===== config.mk =====
export PLATFORM = sky130hd
export DESIGN_NAME = imem_loader_flat
export DESIGN_NICKNAME = d
export VERILOG_FILES = /design/src/rtl/imem_loader_if.sv /design/src/rtl/imem_loader.sv /design/src/flat_wrapper.sv
export SDC_FILE = /design/constraint.sdc
export NUM_CORES = 1
export LEC_CHECK = 0
export CAP_MARGIN = 20
export CORE_ASPECT_RATIO = 0.75
export CORE_UTILIZATION = 68
export CTS_CLUSTER_SIZE = 12
export DETAILED_ROUTE_END_ITERATION = 10
export DONT_BUFFER_PORTS = 1
export GPL_TIMING_DRIVEN = 0
export PLACE_DENSITY = 0.84
export SETUP_SLACK_MARGIN = 0.5
export SYNTH_ARGS = -nofsm -noshare
export SYNTH_HDL_FRONTEND = slang
export SYNTH_SLANG_ARGS = --single-unit

===== constraint.sdc =====
create_clock -name clk -period 4.2 [get_ports clk]
set_input_delay 0.42 -clock clk [delete_from_list [all_inputs] [get_ports clk]]
set_output_delay 0.42 -clock clk [all_outputs]
set_load 0.01 [all_outputs]

===== src/rtl/imem_loader_if.sv =====
// imem_loader_if
//   Groups the byte-stream handshake and the instruction memory write port
//   of the boot loader.
//   rx_valid/rx_data : byte source -> loader
//   rx_ready         : loader -> byte source
//   mem_we/mem_addr/mem_wdata : loader -> instruction memory write port
//   master modport : the loader side
//   slave modport  : the environment (byte source + memory)
interface imem_loader_if #(
    parameter int N_Bits = 32
);
    logic              rx_valid;
    logic [7:0]        rx_data;
    logic              rx_ready;
    logic              mem_we;
    logic [N_Bits-1:0] mem_addr;
    logic [N_Bits-1:0] mem_wdata;

    modport master (
        input  rx_valid, rx_data,
        output rx_ready, mem_we, mem_addr, mem_wdata
    );

    modport slave (
        output rx_valid, rx_data,
        input  rx_ready, mem_we, mem_addr, mem_wdata
    );
endinterface


===== src/rtl/imem_loader.sv =====
// imem_loader
//   Boot-time instruction memory writer. Receives a program image as a byte
//   stream (count N, 4*N little-endian data bytes, 8-bit sum checksum),
//   writes each assembled word at byte address word_index*4 and keeps the CPU
//   in hold until a complete image with a good checksum has been written.
// Ports:
//   clk, rst_n : clock (rising edge), asynchronous active-low reset
//   start      : one-cycle pulse starting a load, ignored while busy
//   bus        : rx handshake + memory write port (imem_loader_if.master)
//   cpu_hold   : 1 = CPU held in reset
//   busy       : load in progress
//   done / err : outcome of the last load
module imem_loader #(
    parameter int N_Bits = 32,
    parameter int DEPTH  = 64
) (
    input  logic          clk,
    input  logic          rst_n,
    input  logic          start,
    imem_loader_if.master bus,
    output logic          cpu_hold,
    output logic          busy,
    output logic          done,
    output logic          err
);
    localparam int IDXW = $clog2(DEPTH) + 1;

    typedef enum logic [2:0] {IDLE, COUNT, DATA, CHECK, DONE, ERROR} state_t;

    state_t         state, state_nx;
    logic           xfer;
    logic           start_acc;
    logic [1:0]     byte_idx;
    logic [IDXW-1:0] word_idx;
    logic [IDXW-1:0] n_words;
    logic [7:0]     csum;
    logic [23:0]    shift;      // first three bytes of the current word, byte 0 in [7:0]

    assign xfer      = bus.rx_valid && bus.rx_ready;
    assign start_acc = start && (state == IDLE || state == DONE || state == ERROR);

    always_ff @(posedge clk or negedge rst_n) begin
        if (!rst_n) state <= IDLE;
        else        state <= state_nx;
    end

    always_comb begin
        state_nx = state;
        case (state)
            IDLE:  if (start) state_nx = COUNT;
            COUNT: if (xfer) begin
                if (bus.rx_data == 8'd0 || int'(bus.rx_data) > DEPTH) state_nx = ERROR;
                else                                                    state_nx = DATA;
            end
            DATA:  if (xfer && byte_idx == 2'd3 && word_idx == n_words - IDXW'(1))
                state_nx = CHECK;
            CHECK: if (xfer) state_nx = (bus.rx_data == csum) ? DONE : ERROR;
            DONE:  if (start) state_nx = COUNT;
            ERROR: if (start) state_nx = COUNT;
            default: state_nx = IDLE;
        endcase
    end

    // Status outputs are registered from the next state so they line up
    // with the state they describe.
    always_ff @(posedge clk or negedge rst_n) begin
        if (!rst_n) begin
            bus.rx_ready <= 1'b0;
            busy         <= 1'b0;
            done         <= 1'b0;
            err          <= 1'b0;
            cpu_hold     <= 1'b1;
        end else begin
            bus.rx_ready <= (state_nx == COUNT || state_nx == DATA || state_nx == CHECK);
            busy         <= (state_nx == COUNT || state_nx == DATA || state_nx == CHECK);
            done         <= (state_nx == DONE);
            err          <= (state_nx == ERROR);
            cpu_hold     <= (state_nx != DONE);
        end
    end

    always_ff @(posedge clk or negedge rst_n) begin
        if (!rst_n) begin
            byte_idx      <= '0;
            word_idx      <= '0;
            n_words       <= '0;
            csum          <= '0;
            shift         <= '0;
            bus.mem_we    <= 1'b0;
            bus.mem_addr  <= '0;
            bus.mem_wdata <= '0;
        end else begin
            bus.mem_we <= 1'b0;
            if (start_acc) begin
                byte_idx <= '0;
                word_idx <= '0;
                csum     <= '0;
            end
            if (state == COUNT && xfer)
                n_words <= IDXW'(bus.rx_data);
            if (state == DATA && xfer) begin
                shift    <= {bus.rx_data, shift[23:8]};
                byte_idx <= byte_idx + 2'd1;
                csum     <= csum + bus.rx_data;
                if (byte_idx == 2'd3) begin
                    bus.mem_we    <= 1'b1;
                    bus.mem_addr  <= N_Bits'({word_idx, 2'b00});
                    bus.mem_wdata <= {bus.rx_data, shift};
                    word_idx      <= word_idx + IDXW'(1);
                end
            end
        end
    end
endmodule

===== src/flat_wrapper.sv =====
// flat-port wrapper written by rule: the top's interface ports become plain ports
module imem_loader_flat 
#(
    parameter int N_Bits = 32,
    parameter int DEPTH  = 64
)
  (clk, rst_n, start, cpu_hold, busy, done, err, bus_rx_valid, bus_rx_data, bus_rx_ready, bus_mem_we, bus_mem_addr, bus_mem_wdata);
  imem_loader_if #(.N_Bits(N_Bits)) bus_i ();
  input  logic clk;
  input  logic rst_n;
  input  logic start;
  output logic cpu_hold;
  output logic busy;
  output logic done;
  output logic err;
  input wire logic [$bits(bus_i.rx_valid)-1:0] bus_rx_valid;
  input wire logic [$bits(bus_i.rx_data)-1:0] bus_rx_data;
  output wire logic [$bits(bus_i.rx_ready)-1:0] bus_rx_ready;
  output wire logic [$bits(bus_i.mem_we)-1:0] bus_mem_we;
  output wire logic [$bits(bus_i.mem_addr)-1:0] bus_mem_addr;
  output wire logic [$bits(bus_i.mem_wdata)-1:0] bus_mem_wdata;
  assign bus_i.rx_valid = bus_rx_valid;
  assign bus_i.rx_data = bus_rx_data;
  assign bus_rx_ready = bus_i.rx_ready;
  assign bus_mem_we = bus_i.mem_we;
  assign bus_mem_addr = bus_i.mem_addr;
  assign bus_mem_wdata = bus_i.mem_wdata;
  imem_loader #(.N_Bits(N_Bits), .DEPTH(DEPTH)) u_core (.clk(clk), .rst_n(rst_n), .start(start), .bus(bus_i), .cpu_hold(cpu_hold), .busy(busy), .done(done), .err(err));
endmodule

Word-level counts from Yosys, hierarchy flattened. Index checks and enable logic that the tools add are counted.

Add/sub/neg operators: 4. $mul: 0. Divide/modulo/power cells: 0. Magnitude comparators: 1. Eq/ne operators: 14. Shifts and indexed selects: 0. Muxes and demuxes: 16. Bitwise gates (word level): 0. Reduce and logical (&&, ||, !) cells: 16.

Operators by type and width (number): two-way mux 7 bit (3); two-way mux 8 bit (2); two-way mux 3 bit (5); == test 3 x 2 -> 1 bit, second input constant (4); == test 3 bit, second input constant (4); case mux 3 bit (4 select lines) (1); adder 8 bit (1); == test 8 bit (1); > comparator 8 x 7 -> 1 bit, second input constant (1); zero test 8 bit (1); adder 7 x 1 -> 7 bit, second input constant (1); == test 7 bit (1); subtractor 7 x 1 -> 7 bit, second input constant (1); == test 3 x 1 -> 1 bit, second input constant (2); logical AND 1 bit (6); logical OR 1 bit (5); two-way mux 2 bit (2); zero test 3 bit (1); two-way mux 1 bit (3); inequality test 3 bit, second input constant (1); OR reduction 3 bit (1); adder 2 x 1 -> 2 bit, second input constant (1); == test 2 bit, second input constant (1); AND reduction 2 bit (1); nonzero test 2 bit (1).

Bits in registers: 95. Latch bits: 0. Memory bits (writable): 0. Memory bits (read-only): 0. Output and inout port bits: 70. Word-level logic and storage cells: 64. Memories kept: 0.

Depth between registers and ports, before layout. Gate-level depths: netlist (run 1).

Depth in word-level cells: 8. Gate-level depth with buffers: 7. Mapped depth without buffers: 7.

Worst setup path before layout (run 1). No wires, ideal clock.

Kind: input port to flip-flop. From: input bus_rx_data[1]. To: register u_core.bus.rx_ready. Data arrival time: 1.998 ns. Path slack: 2.129 ns. Stages on the path: 5. Buffers on the path: 0. Path through: or4_4 -> or4_4 -> a211o_1 -> a21o_1 -> a21oi_2.

Cells in the longest elaborated chain, start to end: 8. Elaborated cells between the ends (all ways): 14. Classes of those cells: 1 x order compare; 4 x eq/ne; 5 x mux; 4 x reduce/logical.

RTL lines: start: declaration (RTL line flat_wrapper.sv:17) `input wire logic [$bits(bus_i.rx_data)-1:0] bus_rx_data;`; > comparator 8 x 7 -> 1 bit or zero test 8 bit (tied branches) (RTL line imem_loader.sv:52) `if (bus.rx_data == 8'd0 || int'(bus.rx_data) > DEPTH) state_nx = ERROR;`; logical OR 1 bit (RTL line imem_loader.sv:52); two-way mux 3 bit (RTL line imem_loader.sv:52); two-way mux 3 bit (RTL line imem_loader.sv:51) `COUNT: if (xfer) begin`; case mux 3 bit (4 select lines) * (RTL line imem_loader.sv:49) `case (state)`; == test 3 x 1 -> 1 bit or == test 3 x 2 -> 1 bit (tied branches) (RTL line imem_loader.sv:74) `bus.rx_ready <= (state_nx == COUNT || state_nx == DATA || state_nx == CHECK);`; logical OR 1 bit (RTL line imem_loader.sv:74); logical OR 1 bit * (RTL line imem_loader.sv:74); end signal: assignment (RTL line imem_loader.sv:74); end: declaration (RTL line imem_loader_if.sv:21) `output rx_ready, mem_we, mem_addr, mem_wdata`.

Every way passes the cells marked *; elsewhere a longest branch is shown, timed or not. A chain may end at the register's enable or synchronous reset.

Worst setup path after layout (run 1).
From: register u_core.state[1]. To: register u_core.bus.mem_wdata[31].

Cells in the longest elaborated chain, start to end: 3.

RTL lines: start: declaration (RTL line imem_loader.sv:30) `state_t state, state_nx;`; start signal: assignment (RTL line imem_loader.sv:44) `else state <= state_nx;`; == test 3 x 2 -> 1 bit (RTL line imem_loader.sv:101) `if (state == DATA && xfer) begin`; logical AND 1 bit (RTL line imem_loader.sv:101); AND reduction 2 bit (no line); end signal: assignment (RTL line imem_loader.sv:108) `bus.mem_wdata <= {bus.rx_data, shift};`; end: declaration (RTL line imem_loader_if.sv:21).

Every way passes these cells.

==> results_dict.tcl, run 1 <==
set metrics [dict create \
    power_leakage_uw 0.002622 \
    via_per_inst 5.628 \
    crit_type "flip-flop to flip-flop" \
    first_pass_iters 5 \
    clk-insertion-delay-late_ns 0.36 \
    fmaxAchievable_mhz 459.9 \
    critPathRequiredTime_ns 4.50 \
    clock_path_buffers 2 \
    r2r_slack_ns 2.03 \
    postCtsSetupBuffers 0 \
    antenna_left 0 \
    synth.yosys.seq_area_share_pct 53.69 \
    cts_buffers 9 \
    worstSetupEndpoint "u_core.bus.mem_wdata[31]" \
    rows 25 \
    layout.cells.non_filler 613 \
    final_common_cell "nand2_1" \
    syn_inst 490 \
    grt_max_degree 96 \
    post-route-period-util_pct 51.77 \
    cap_violations 0 \
    outcome "completed" \
    grt_util_all_layers_pct 29.69 \
    hold_viol 0 \
    die_h_um 71.91 \
    max-slew-margin-rel_pct 63.53 \
    worst_r2r_startpoint "u_core.state[1]" \
    grt_pass1_vias 3139 \
    route.vias.total 3450 \
    cts-root-buf "clkbuf_8" \
    r2r-end "u_core.bus.mem_wdata[31]" \
    gp_routability_congestion 0.9159 \
    period_minus_slack_ns 2.174 \
    gr-total-overflow 0 \
    grt_pass1_wl_um 15090 \
    avgRoutedWirePerCell_um 15.65 \
    core_um2 6287 \
    worstMarginPinSlew_ns 0.5424 \
    worstSetupEndpointType "flip-flop" \
    ys.warnings.count 0 \
    crit_start "u_core.state[1]" \
    whs_ns 0.1580 \
    final_nets 550 \
    synth_flop_cell "dfrtp_1" \
    antenna_cells 0 \
    power_density_nw_per_um2 443.0 \
    ys_ff_latch 95 \
    die_area_um2 6846 \
    clkTransAtPathRegs_ns 0.09 \
    cts.sinks 95 \
    first_iter_violations 284 \
    syn-mean-instance-area_um2 9.042 \
    drt-total-wl_um 9595 \
    io_pins 82 \
    slew_viol_final 0 \
    drive_gt1_share_pct 10.34 \
    htreeDepth 3 \
    cp_max_fo 10 \
    synth-edff-count 0 \
    rsz0062_at_grt "no" \
    cts_tree "done" \
    cp.arrival_ns 2.48 \
    tns_ns 0 \
    async_flop_share_pct 100.0 \
    start_util_pct 70.47 \
    peakVddDrop_v 0.0002458 \
    final_util_pct 77.25 \
    antenna_found_initial 0 \
    drc_errors 0 \
    area_delta_synth_final_pct 9.630 \
    dpl.hpwl_um 6665 \
    layout_common_cells "nand2_1 (206), dfrtp_1 (94), buf_4 (26)" \
    start_kind "flip-flop" \
    hold_class "input pin to flip-flop" \
    place.port_buffers 0 \
    ff2ff_path_depth 6 \
    die_x_um 95.21 \
    syn_area_um2 4430 \
    synth_cell_types 46 \
    finalClockSkew_ns 0.009874 \
    finalSetupViolations 0 \
    dp_cells 595 \
]
layout make-up:
cell class,instances,area (µm²)
Buffer,46,270.3
Clock buffer,11,141.4
Clock inverter,5,56.30
Fill cell,448,1430
Inverter,8,30.03
Multi-Input combinational cell,365,1842
Sequential cell,95,2379
Tap cell,81,101.3
Timing Repair Buffer,2,37.54
through the flow:
step | total power (µW) | cell area [µm²] | worst slack, ns
6_report | 2152 | 4857 | 2.026
5_1_grt | 2259 | 4857 | 1.877
4_1_cts | 2155 | 4857 | 2.056
3_5_place_dp | 1540 | 4622 | 2.024
3_3_place_gp | 1507 | 4622 | 2.079
2_1_floorplan | 1443 | 4521 | 2.129
layer usage:
metal / up-vias / global-route usage [%] / wire [µm]
met5: - / 0 / 0
met4: 0 / 10.77 / 191
met3: 18 / 8.700 / 769
met2: 127 / 44.92 / 4427
met1: 1678 / 41.16 / 4207
li1: 1627 / - / -
cell usage after synthesis, drive strengths merged, types with 2 or more instances:
cell type / instances / share of area [%]
and3: 4 / 0.56
or3: 4 / 0.56
xnor2: 13 / 2.6
buf: 28 / 4.6
inv: 8 / 0.68
nand2: 206 / 17
nand4: 4 / 0.56
ha: 10 / 2.8
and3b: 2 / 0.40
o21ai: 12 / 1.4
xor2: 3 / 0.59
a21o: 3 / 0.51
mux2: 6 / 1.5
nand3: 23 / 2.6
a21oi: 5 / 0.65
a31oi: 3 / 0.42
and2: 3 / 0.42
dfrtp: 94 / 53
nor2b: 4 / 0.56
nor3: 4 / 0.45
nand2b: 2 / 0.28
o211ai: 2 / 0.34
clkbuf: 18 / 1.5
nor2: 7 / 0.59
or4: 3 / 0.68
nor4: 3 / 0.42
critical path, cell delays in order (launching register included):
cell and delay (ns):
dfrtp_1 0.48, nor2b_1 0.25, nand3_1 0.40, inv_2 0.32, buf_1 0.45, nand2_1 0.12
nand2_1 0.09
state kept, by name, summed over array words and instances (netlist names):
name and flops:
u_core.bus.mem_addr 7, u_core.bus.mem_wdata 32, u_core.bus.mem_we 1, u_core.bus.rx_ready 1, u_core.byte_idx 2, u_core.cpu_hold 1, u_core.csum 8, u_core.done 1
u_core.err 1, u_core.n_words 7, u_core.shift 24, u_core.state 3, u_core.word_idx 7
cell families (layout without fill, tap and decap cells):
| family | count (synthesis) | count (layout) | synth area share [%] |
|---|---|---|---|
| compound gates | 34 | 34 | 5.140 |
| xor+xnor | 16 | 16 | 3.163 |
| flops | 95 | 95 | 53.69 |
| other cells | 1 | 25 | 0.08464 |
| mux | 7 | 7 | 1.751 |
| fa+ha+maj | 11 | 11 | 3.276 |
| simple gates | 272 | 272 | 26.12 |
| buf+inv | 54 | 72 | 6.778 |
how the worst min path moves through the flow:
stage | start | endpoint | cells after the start
6_report | bus_rx_data[3] | u_core.shift[19] | 2
5_1_grt | bus_rx_data[7] | u_core.shift[23] | 2
4_1_cts | bus_rx_data[3] | u_core.shift[19] | 2
3_5_place_dp | rst_n | u_core.word_idx[5] | 0
3_3_place_gp | rst_n | u_core.word_idx[5] | 0
2_1_floorplan | rst_n | u_core.bus.mem_addr[2] | 0
report_power, final:
group / total, µW / switching, µW / internal [µW]
logic: 438 / 236 / 202
clock network: 602 / 311 / 292
registers: 1110 / 101 / 1010
repair_timing:
item / CTS / global route
hold buffers: 2 / 0
endpoints found under the hold margin: 95 / 0
resized for setup: 0 / 0
Power figures use the tool's default switching activity.
==> inputs of run 2 (changes only) <==
--- a/config.mk
+++ b/config.mk
@@ -7,12 +7,12 @@
 export LEC_CHECK = 0
 export CAP_MARGIN = 20
 export CORE_ASPECT_RATIO = 0.75
-export CORE_UTILIZATION = 68
+export CORE_UTILIZATION = 63
 export CTS_CLUSTER_SIZE = 12
 export DETAILED_ROUTE_END_ITERATION = 10
 export DONT_BUFFER_PORTS = 1
 export GPL_TIMING_DRIVEN = 0
-export PLACE_DENSITY = 0.84
+export PLACE_DENSITY = 0.79
 export SETUP_SLACK_MARGIN = 0.5
 export SYNTH_ARGS = -nofsm -noshare
 export SYNTH_HDL_FRONTEND = slang
==> constraint.sdc (replaced) <==
create_clock -name clk -period 2.25 [get_ports clk]
set_input_delay 0.225 -clock clk [delete_from_list [all_inputs] [get_ports clk]]
set_output_delay 0.225 -clock clk [all_outputs]
set_load 0.01 [all_outputs]
==> run 2 against run 1 <==
Against the previous run:
- the run now ends with negative hold slack left
- global-route usage down 2.4 points
- die area up 7.7%
- largest power group unchanged
- sequential power up 87%
==> results_dict.tcl, run 2 (synthesis results as in run 1) <==
set metrics [dict create \
    grt_pass1_vias 3156 \
    hold_class "input pin to asynchronous set/reset pin" \
    largest_reg_flops 32 \
    drc_errors 0 \
    dpl.hpwl_um 6355 \
    worstSetupEndpointType "flip-flop" \
    cap_violations 0 \
    die_h_um 74.63 \
    start_kind "flip-flop" \
    io_pins 82 \
    grt_util_all_layers_pct 27.32 \
    power_density_nw_per_um2 815.2 \
    grt_pass1_wl_um 15320 \
    critPathTopFamily "simple AND/OR/NAND/NOR gates" \
    drive_gt1_share_pct 20.25 \
    clock_path_buffers 2 \
    cts_tree "done" \
    gp_routability_congestion 0.8692 \
    area_delta_synth_final_pct 19.29 \
    use_met3_pct 8.449 \
    drt-total-wl_um 10070 \
    crit_slowest_cell "or4_1" \
    placed_cell_area_um2 4631 \
    use_met1_pct 37.80 \
    start_util_pct 65.16 \
    fillCellCount 452 \
    grt-busiest-layer "met2" \
    power_leakage_uw 0.002780 \
    place.port_buffers 0 \
    layout_common_cells "nand2_1 (203), dfrtp_1 (92), buf_4 (38)" \
    design_area_um2 5285 \
    final_nets 571 \
    cts_buffers 9 \
    clkTransAtPathRegs_ns 0.09 \
    cts.sinks 95 \
    finalClockSkew_ns 0.005960 \
    via_per_inst 5.579 \
    grt_max_degree 96 \
    r2r-end "u_core.csum[7]" \
    finalSetupViolations 0 \
    final_common_cell "nand2_1" \
    r2r_slack_ns 0.27 \
    htreeDepth 3 \
    clk-insertion-delay-late_ns 0.36 \
    top_regs "u_core.bus.mem_wdata: 32 flops, u_core.shift: 24 flops, u_core.csum: 8 flops" \
    tns_ns 0 \
    outcome "finished, violations left" \
    crit_type "flip-flop to flip-flop" \
    route.vias.total 3554 \
    ff2ff_path_depth 6 \
    slew_viol_final 0 \
    gr-usage-met2_pct 42.74 \
    cpPeakStageDelay_ns 0.43 \
    period_minus_slack_ns 1.984 \
    avgRoutedWirePerCell_um 15.81 \
    path_cells "ha_2 > nand3_2 > o2111ai_2 > a21oi_1 > or4_1 > nand3_1" \
    core_um2 6799 \
    cp_max_fo 5 \
    top_register "u_core.bus.mem_wdata" \
    die_area_um2 7376 \
    cp.arrival_ns 2.28 \
    die_x_um 98.84 \
    first_pass_iters 4 \
    whs_ns -0.4508 \
    rsz0062_at_grt "yes" \
    hold_viol 95 \
    fmaxAchievable_mhz 503.9 \
    gr-total-overflow 0 \
    worst_r2r_startpoint "u_core.csum[3]" \
    cts-root-buf "clkbuf_8" \
    violations "negative hold slack" \
    rows 26 \
    critPathRequiredTime_ns 2.55 \
    peakVddDrop_v 0.0004222 \
    antenna_cells 0 \
    antenna_found_initial 0 \
    post-route-period-util_pct 88.20 \
    first_iter_violations 226 \
    crit_buf_inv 0 \
    antenna_left 0 \
]
## run 2: changes by cell type in the layout (fill, tap and decap cells not counted), moves of 4 or more
cell	before	now
buf_4	26	38
clkbuf_1	19	5
clkbuf_2	0	6
clkbuf_4	0	4
dlygate4sd3_1	1	11
ha_1	10	3
ha_4	0	4
nand3_1	23	19
## run 2: per-layer routing
metal | part of all wire (%) | vias to the layer above
li1 | - | 1661
met1 | 43 | 1736
met5 | 0 | -
met3 | 7.9 | 18
met4 | 1.6 | 0
met2 | 47 | 139
## run 2: how the worst max path moves through the flow
| stage | to | start | depth (start not counted) | slack, ns |
|---|---|---|---|---|
| detailed placement | u_core.bus.mem_wdata[15] | u_core.state[2] | 6 | 0.18 |
| CTS | u_core.csum[6] | u_core.csum[0] | 7 | 0.25 |
| finish | u_core.csum[7] | u_core.csum[3] | 6 | 0.27 |
| global placement | u_core.bus.mem_wdata[31] | u_core.state[2] | 6 | 0.21 |
| global route | u_core.csum[7] | u_core.csum[2] | 6 | 0.21 |
| floorplan | u_core.bus.rx_ready | bus_rx_data[1] | 5 | 0.37 |
## run 2: final cells by class
type / count / area [µm²] / share of cell area (%)
Multi-Input combinational cell: 365 / 2026 / 38.33
Tap cell: 84 / 105.1 / 1.989
Sequential cell: 95 / 2381 / 45.05
Inverter: 8 / 32.53 / 0.6155
Timing Repair Buffer: 23 / 203.9 / 3.859
Clock buffer: 10 / 137.6 / 2.604
Buffer: 46 / 307.8 / 5.824
Clock inverter: 6 / 91.34 / 1.728
## run 2: power breakdown
group | internal [µW] | total (µW) | switching, µW
Combinational | 493 | 974 | 482
Clock | 662 | 1250 | 592
Sequential | 1890 | 2080 | 192
Total | 3040 | 4310 | 1270
## run 2: repair_timing
action | 4_1_cts | 5_1_grt
cloned | 0 | 0
endpoints found under the hold margin | 113 | 98
pin swaps | 8 | 12
resized for setup | 23 | 49
hold buffers | 8 | 3
setup buffers | 4 | 8
setup endpoints to repair | 81 | 56
## run 2: per-stage QoR
step | hold WS [ns] | worst slack, ns | power, µW | cells | utilization (%)
2_1_floorplan | -0.07059 | 0.3735 | 2695 | 514 | -
3_3_place_gp | -0.06844 | 0.2134 | 2821 | 598 | 68.11
3_5_place_dp | -0.06932 | 0.1757 | 2859 | 598 | 68.11
4_1_cts | -0.4569 | 0.2501 | 4159 | 626 | 74.35
5_1_grt | -0.4700 | 0.2127 | 4494 | 637 | 77.73
6_report | -0.4508 | 0.2656 | 4309 | 637 | 77.73
==> inputs of run 3 (changes only) <==
--- a/config.mk
+++ b/config.mk
@@ -8,6 +8,7 @@
 export CAP_MARGIN = 20
 export CORE_ASPECT_RATIO = 0.75
 export CORE_UTILIZATION = 63
+export CTS_CLUSTER_DIAMETER = 60
 export CTS_CLUSTER_SIZE = 12
 export DETAILED_ROUTE_END_ITERATION = 10
 export DONT_BUFFER_PORTS = 1
==> results of run 3 <==
Final layout, timing and power as in run 2 (identical DEF).
==> edit 1 (config.mk and constraints of run 2) <==
Encoding of `state_t`: now one-hot (6 bits for 6 states).
--- a/src/rtl/imem_loader.sv
+++ b/src/rtl/imem_loader.sv
@@ -27,3 +27,3 @@
 
-    typedef enum logic [2:0] {IDLE, COUNT, DATA, CHECK, DONE, ERROR} state_t;
+    typedef enum logic [5:0] {IDLE = 6'b000001, COUNT = 6'b000010, DATA = 6'b000100, CHECK = 6'b001000, DONE = 6'b010000, ERROR = 6'b100000} state_t;
 
Function: same outputs for any inputs over 4 cycles, from zero or initial values and one cycle with rst_n low; so few cycles prove little.
==> edit 1 against run 2 <==
- the run ends with negative hold slack, negative setup slack left
- via count is 21% higher
- worst setup slack worse by 0.35 ns
- global-route usage is 5.2 points higher
- highest routed layer unchanged
- critical path type unchanged
- sequential cell count is 3 higher
- die area is 6.5% higher
- wire length is 43% higher
- largest power group unchanged
- cell area is 14% higher
- total power is 6.1% higher
- first-iteration DRC count is 85% higher
- synthesized area is 6.6% higher
- sequential share of layout area is 4.1 points lower
- largest cell class unchanged
==> edit 1: results (changes against run 2) <==
[synth]
ys_top_cells_by_area = sky130_fd_sc_hd__dfrtp_1 51%, sky130_fd_sc_hd__nand2_1 17%, sky130_fd_sc_hd__buf_4 4.3%
synthAdderAreaFrac_pct = 3.07  ; -0.20 points
post_synth_most_frequent_cells = 209 x sky130_fd_sc_hd__nand2_1, 96 x sky130_fd_sc_hd__dfrtp_1, 27 x sky130_fd_sc_hd__buf_4
yosys_warnings = 0  ; unchanged
ys_types = 56  ; +22%
synth-seq-area-share_pct = 52.0  ; -1.7 points
synth-compound-area-share_pct = 9.35  ; +4.2 points
muxShareOfSynthArea_pct = 1.91  ; +0.16 points
post_synthesis_xor_xnor_area_fraction_pct = 3.52  ; +0.36 points
synthesis.area_per_instance_um2 = 9.12  ; +0.87%

[sta]
setup-tns-final_ns = -0.0865  ; -0.0865 ns
clock-skew-final_ns = 0.00810  ; +0.00214 ns
postLayoutSetupSlackWorst_ns = -0.0865  ; -0.352 ns
final-hold-violation-count = 98  ; +3.2%
finalSetupViolCount = 1  ; +1
fin_hold_ws_ns = -0.469  ; -0.0180 ns

[detailed_routing]
drt-pass1-iter-count = 6  ; +2
via_count = 4285  ; +21%
first_iter_violations = 419  ; +85%
routed_wire_length_per_instance_um = 20.5  ; +30%

[finish]
number_of_nets_in_the_final_layout = 622  ; +8.9%
fillers = 354  ; -22%
stdcell_count = 702  ; +10%
n_antenna_cell = 0  ; unchanged
layout-drive-gt1-share_pct = 25.8  ; +5.6 points

[critical_path]
worst-path-max-fanout = 4  ; -1

[placed_design]
placement.cell_area_um2 = 4950  ; +6.9%
post-place-ws_ns = 0.0493  ; -0.126 ns
dpl.cell_count = 640  ; +7.0%

[global_route]
grt_util_all_layers_pct = 32.5  ; +5.2 points
grt_pass1_wl_um = 19200  ; +25%
grt_pass1_vias = 3892  ; +23%
grt_max_degree = 99  ; +3.1%

[status]
failing_checks = negative hold slack, negative setup slack
outcome = finished with violations

[power_and_ir_drop]
power.leakage_nw = 3.11  ; +12%

-- edit 1: cell types whose count changed after synthesis, sizes merged, moves of 5 or more --
cell | before | now
buf | 28 | 34
o21ai | 12 | 24
xor2 | 3 | 10
clkbuf | 18 | 13
nor2 | 7 | 16
nand3 | 23 | 14
-- edit 1: final cells by class --
type                    count  area (um^2)  area share [%]
clock buffers              11          141            2.35
flip-flops and latches     98         2460            40.9
repair buffers             45          434            7.23
well taps                  98          123            2.04
clock inverters             5          108            1.79
plain buffers              47          384            6.39
multi-input cells         392         2330            38.8
inverters                   5         23.8           0.396
repair inverters            1         5.00          0.0833
-- edit 1: cells by family after synthesis --
| logic type | count (synthesis) |
|---|---|
| compound gates | 64 |
| simple gates | 265 |
| mux | 8 |
| fa+ha+maj | 11 |
| flops | 98 |
| xor+xnor | 19 |
| buf+inv | 52 |
| other cells | 1 |
-- edit 1: path summary, 6_finish.rpt --
kind                                    from                 endpoint  slack, ns  depth (start not counted)
min reg2reg                  u_core.shift[4]  u_core.bus.mem_wdata[4]       0.48                          2
max                        u_core.n_words[1]          u_core.state[2]      -0.09                          5
min in group clk              bus_rx_data[6]        u_core.n_words[6]       0.01                          1
max reg2reg                u_core.n_words[1]          u_core.state[2]      -0.09                          5
min                                    rst_n          u_core.state[2]      -0.47                          0
max in group asynchronous              rst_n          u_core.state[0]       2.54                          0
-- edit 1: worst max-delay path: stages (launching register included) --
cell and delay, ns:
sky130_fd_sc_hd__dfrtp_1 0.45, sky130_fd_sc_hd__nor3_1 0.63, sky130_fd_sc_hd__nand2_1 0.26, sky130_fd_sc_hd__xnor2_1 0.23
sky130_fd_sc_hd__a2111oi_4 0.42, sky130_fd_sc_hd__o21ai_1 0.20
-- edit 1: per-layer routing --
metal	vias up	track usage (%)	share of wire, %
met2	338	49.8	45
met3	88	11.4	12
met1	2033	43.5	38
met5	-	0	0
met4	0	9.86	5.9
li1	1826	-	-
-- edit 1: through the flow --
step / hold slack [ns] / power [mW]
final: -0.469 / 4.57
after global routing: -0.486 / 4.69
after CTS: -0.460 / 4.23
after detailed placement: -0.0681 / 2.69
after global placement: -0.0684 / 2.66
after floorplan: -0.0706 / 2.56
-- edit 1: timing repair --
action,4_1_cts,5_1_grt
hold buffers,7,6
setup endpoints to repair,93,85
hold endpoints to repair,112,104
gates cloned,2,1
gates resized for setup,64,56
buffers inserted,18,12
pin swaps,13,15
-- edit 1: power by group --
part | total (mW) | internal, mW | switching, mW
clock | 1.42 | 0.778 | 0.639
sequential | 2.04 | 1.87 | 0.166
combinational | 1.12 | 0.498 | 0.618
==> edit 2 (flow settings as in run 2) <==
Made on the original files. `DEPTH` is set to 64 in 2 places; all go to 128.
--- a/src/rtl/imem_loader.sv
+++ b/src/rtl/imem_loader.sv
@@ -14,3 +14,3 @@
     parameter int N_Bits = 32,
-    parameter int DEPTH  = 64
+    parameter int DEPTH  = 128
 ) (
--- a/src/flat_wrapper.sv
+++ b/src/flat_wrapper.sv
@@ -4,3 +4,3 @@
     parameter int N_Bits = 32,
-    parameter int DEPTH  = 64
+    parameter int DEPTH  = 128
 )
Behaviour: not the same (a bounded check fails within 4 cycles, from zero or initial values and one cycle with rst_n low).
==> edit 2 against run 2 <==
- worst setup slack got worse by 0.44 ns
- sequential cell count rose by 3
- non-clock buffer count rose by 34
- largest cell class is now multi-input gates
- highest routed layer unchanged
- critical endpoint is now u_core.done
- cell count rose by 10%
- cell area rose by 25%
- the run ends with negative hold slack, negative setup slack left
- wire length rose by 91%
- synthesized area rose by 4.2%
Power is not compared: it rests on default switching activity, and its combinational part moved more than twofold at a synthesized area within 25%.
==> edit 2: results (changes against run 2) <==
[sta]
postLayoutSetupSlackWorst_ns = -0.173  ; -0.438 ns
final-hold-violation-count = 98  ; +3.2%
layout_worst_path_cycle_share_pct = 108  ; +19 points
clock-skew-final_ns = 0.0148  ; +0.00881 ns
finalSetupViolCount = 5  ; +5
fin_hold_ws_ns = -0.490  ; -0.0388 ns
setup-tns-final_ns = -0.672  ; -0.672 ns

[synth]
netlist_instances = 508  ; +3.7%
ys_top_cells_by_area = sky130_fd_sc_hd__dfrtp_1 53%, sky130_fd_sc_hd__nand2_1 17%, sky130_fd_sc_hd__buf_4 4.1%
synth-seq-area-share_pct = 53.2  ; -0.53 points
muxShareOfSynthArea_pct = 2.55  ; +0.80 points
ys_types = 50  ; +8.7%
synth-compound-area-share_pct = 6.61  ; +1.5 points
synthAdderAreaFrac_pct = 3.14  ; -0.13 points
post_synth_most_frequent_cells = 215 x sky130_fd_sc_hd__nand2_1, 97 x sky130_fd_sc_hd__dfrtp_1, 25 x sky130_fd_sc_hd__buf_4
ys_async_sr_fraction_pct = 100  ; unchanged

[critical_path]
reg2reg_to = u_core.done
crit_end = u_core.done
cp_top_delay_family = compound AO/OA/AOI/OAI gates
timing.critical_path.arrival_ns = 2.76  ; +0.48 ns
timing.critical_path.from = u_core.csum[6]
critical-path-slowest-cell = sky130_fd_sc_hd__o311a_1
crit-reg2reg-launch = u_core.csum[6]

[placed_design]
post-place-ws_ns = 0.0476  ; -0.128 ns
placement.cell_area_um2 = 4910  ; +6.1%
dpl.cell_count = 629  ; +5.2%
gp_routability_congestion = 0.848  ; -2.4%
place_hpwl_um = 6930  ; +9.0%

[global_route]
grt_util_all_layers_pct = 37.6  ; +10 points
grt_pass1_wl_um = 21500  ; +40%
grt_max_degree = 99  ; +3.1%

[cts]
clock_latency_of_the_later_clocked_register_in_the_worst_skew_pair_ns = 0.40  ; +0.04 ns
postCtsHoldBufs = 7  ; -1
path_clk_slew_ns = 0.11  ; +0.02 ns

[status]
failing_checks = negative hold slack, negative setup slack
outcome = finished with violations

[detailed_routing]
routed_wire_length_per_instance_um = 27.4  ; +73%
drt-vias-per-instance = 6.87  ; +23%
route.final.wire_length_um = 19200  ; +91%
first_iter_violations = 767  ; +240%
drt-pass1-iter-count = 6  ; +2

[finish]
fillers = 199  ; -56%
layout-drive-gt1-share_pct = 41.6  ; +21 points
largestRegisters = u_core.bus.mem_wdata x32, u_core.shift x24
area_growth_syn_to_layout_pct = 43.1
number_of_nets_in_the_final_layout = 621  ; +8.8%

[edit 2: changes by cell type in the layout (fill, tap and decap cells not counted), sizes merged, moves of 4 or more]
cell,change
buf,+41
nand2,+9
nand3,-8
xnor2,-6
inv,-5
o21ai,+5
xor2,+5
dlygate4sd3,-4
mux2i,+4
[edit 2: what timing repair did]
item / 4_1_cts / 5_1_grt
gates resized for setup: 106 / 140
buffers inserted: 27 / 13
cloned: 5 / 4
endpoints found under the hold margin: 118 / 98
pin swaps: 44 / 63
endpoints found under the setup margin: 94 / 92
[edit 2: layer usage]
metal / global-route usage [%] / wire length, um
met1: 47.7 / 6130
met2: 59.2 / 8470
met3: 13.3 / 2790
met4: 14.6 / 1830
met5: 0 / 0
[edit 2: area by class of cell]
type                            instances  area share (%)
Multi-Input combinational cell        382            39.2
Timing Repair Buffer                   56            10.5
Sequential cell                        98            37.2
Buffer                                 47            7.50
Clock buffer                           10            2.08
Inverter                                4           0.303
Tap cell                               98            1.86
Clock inverter                          6            1.33
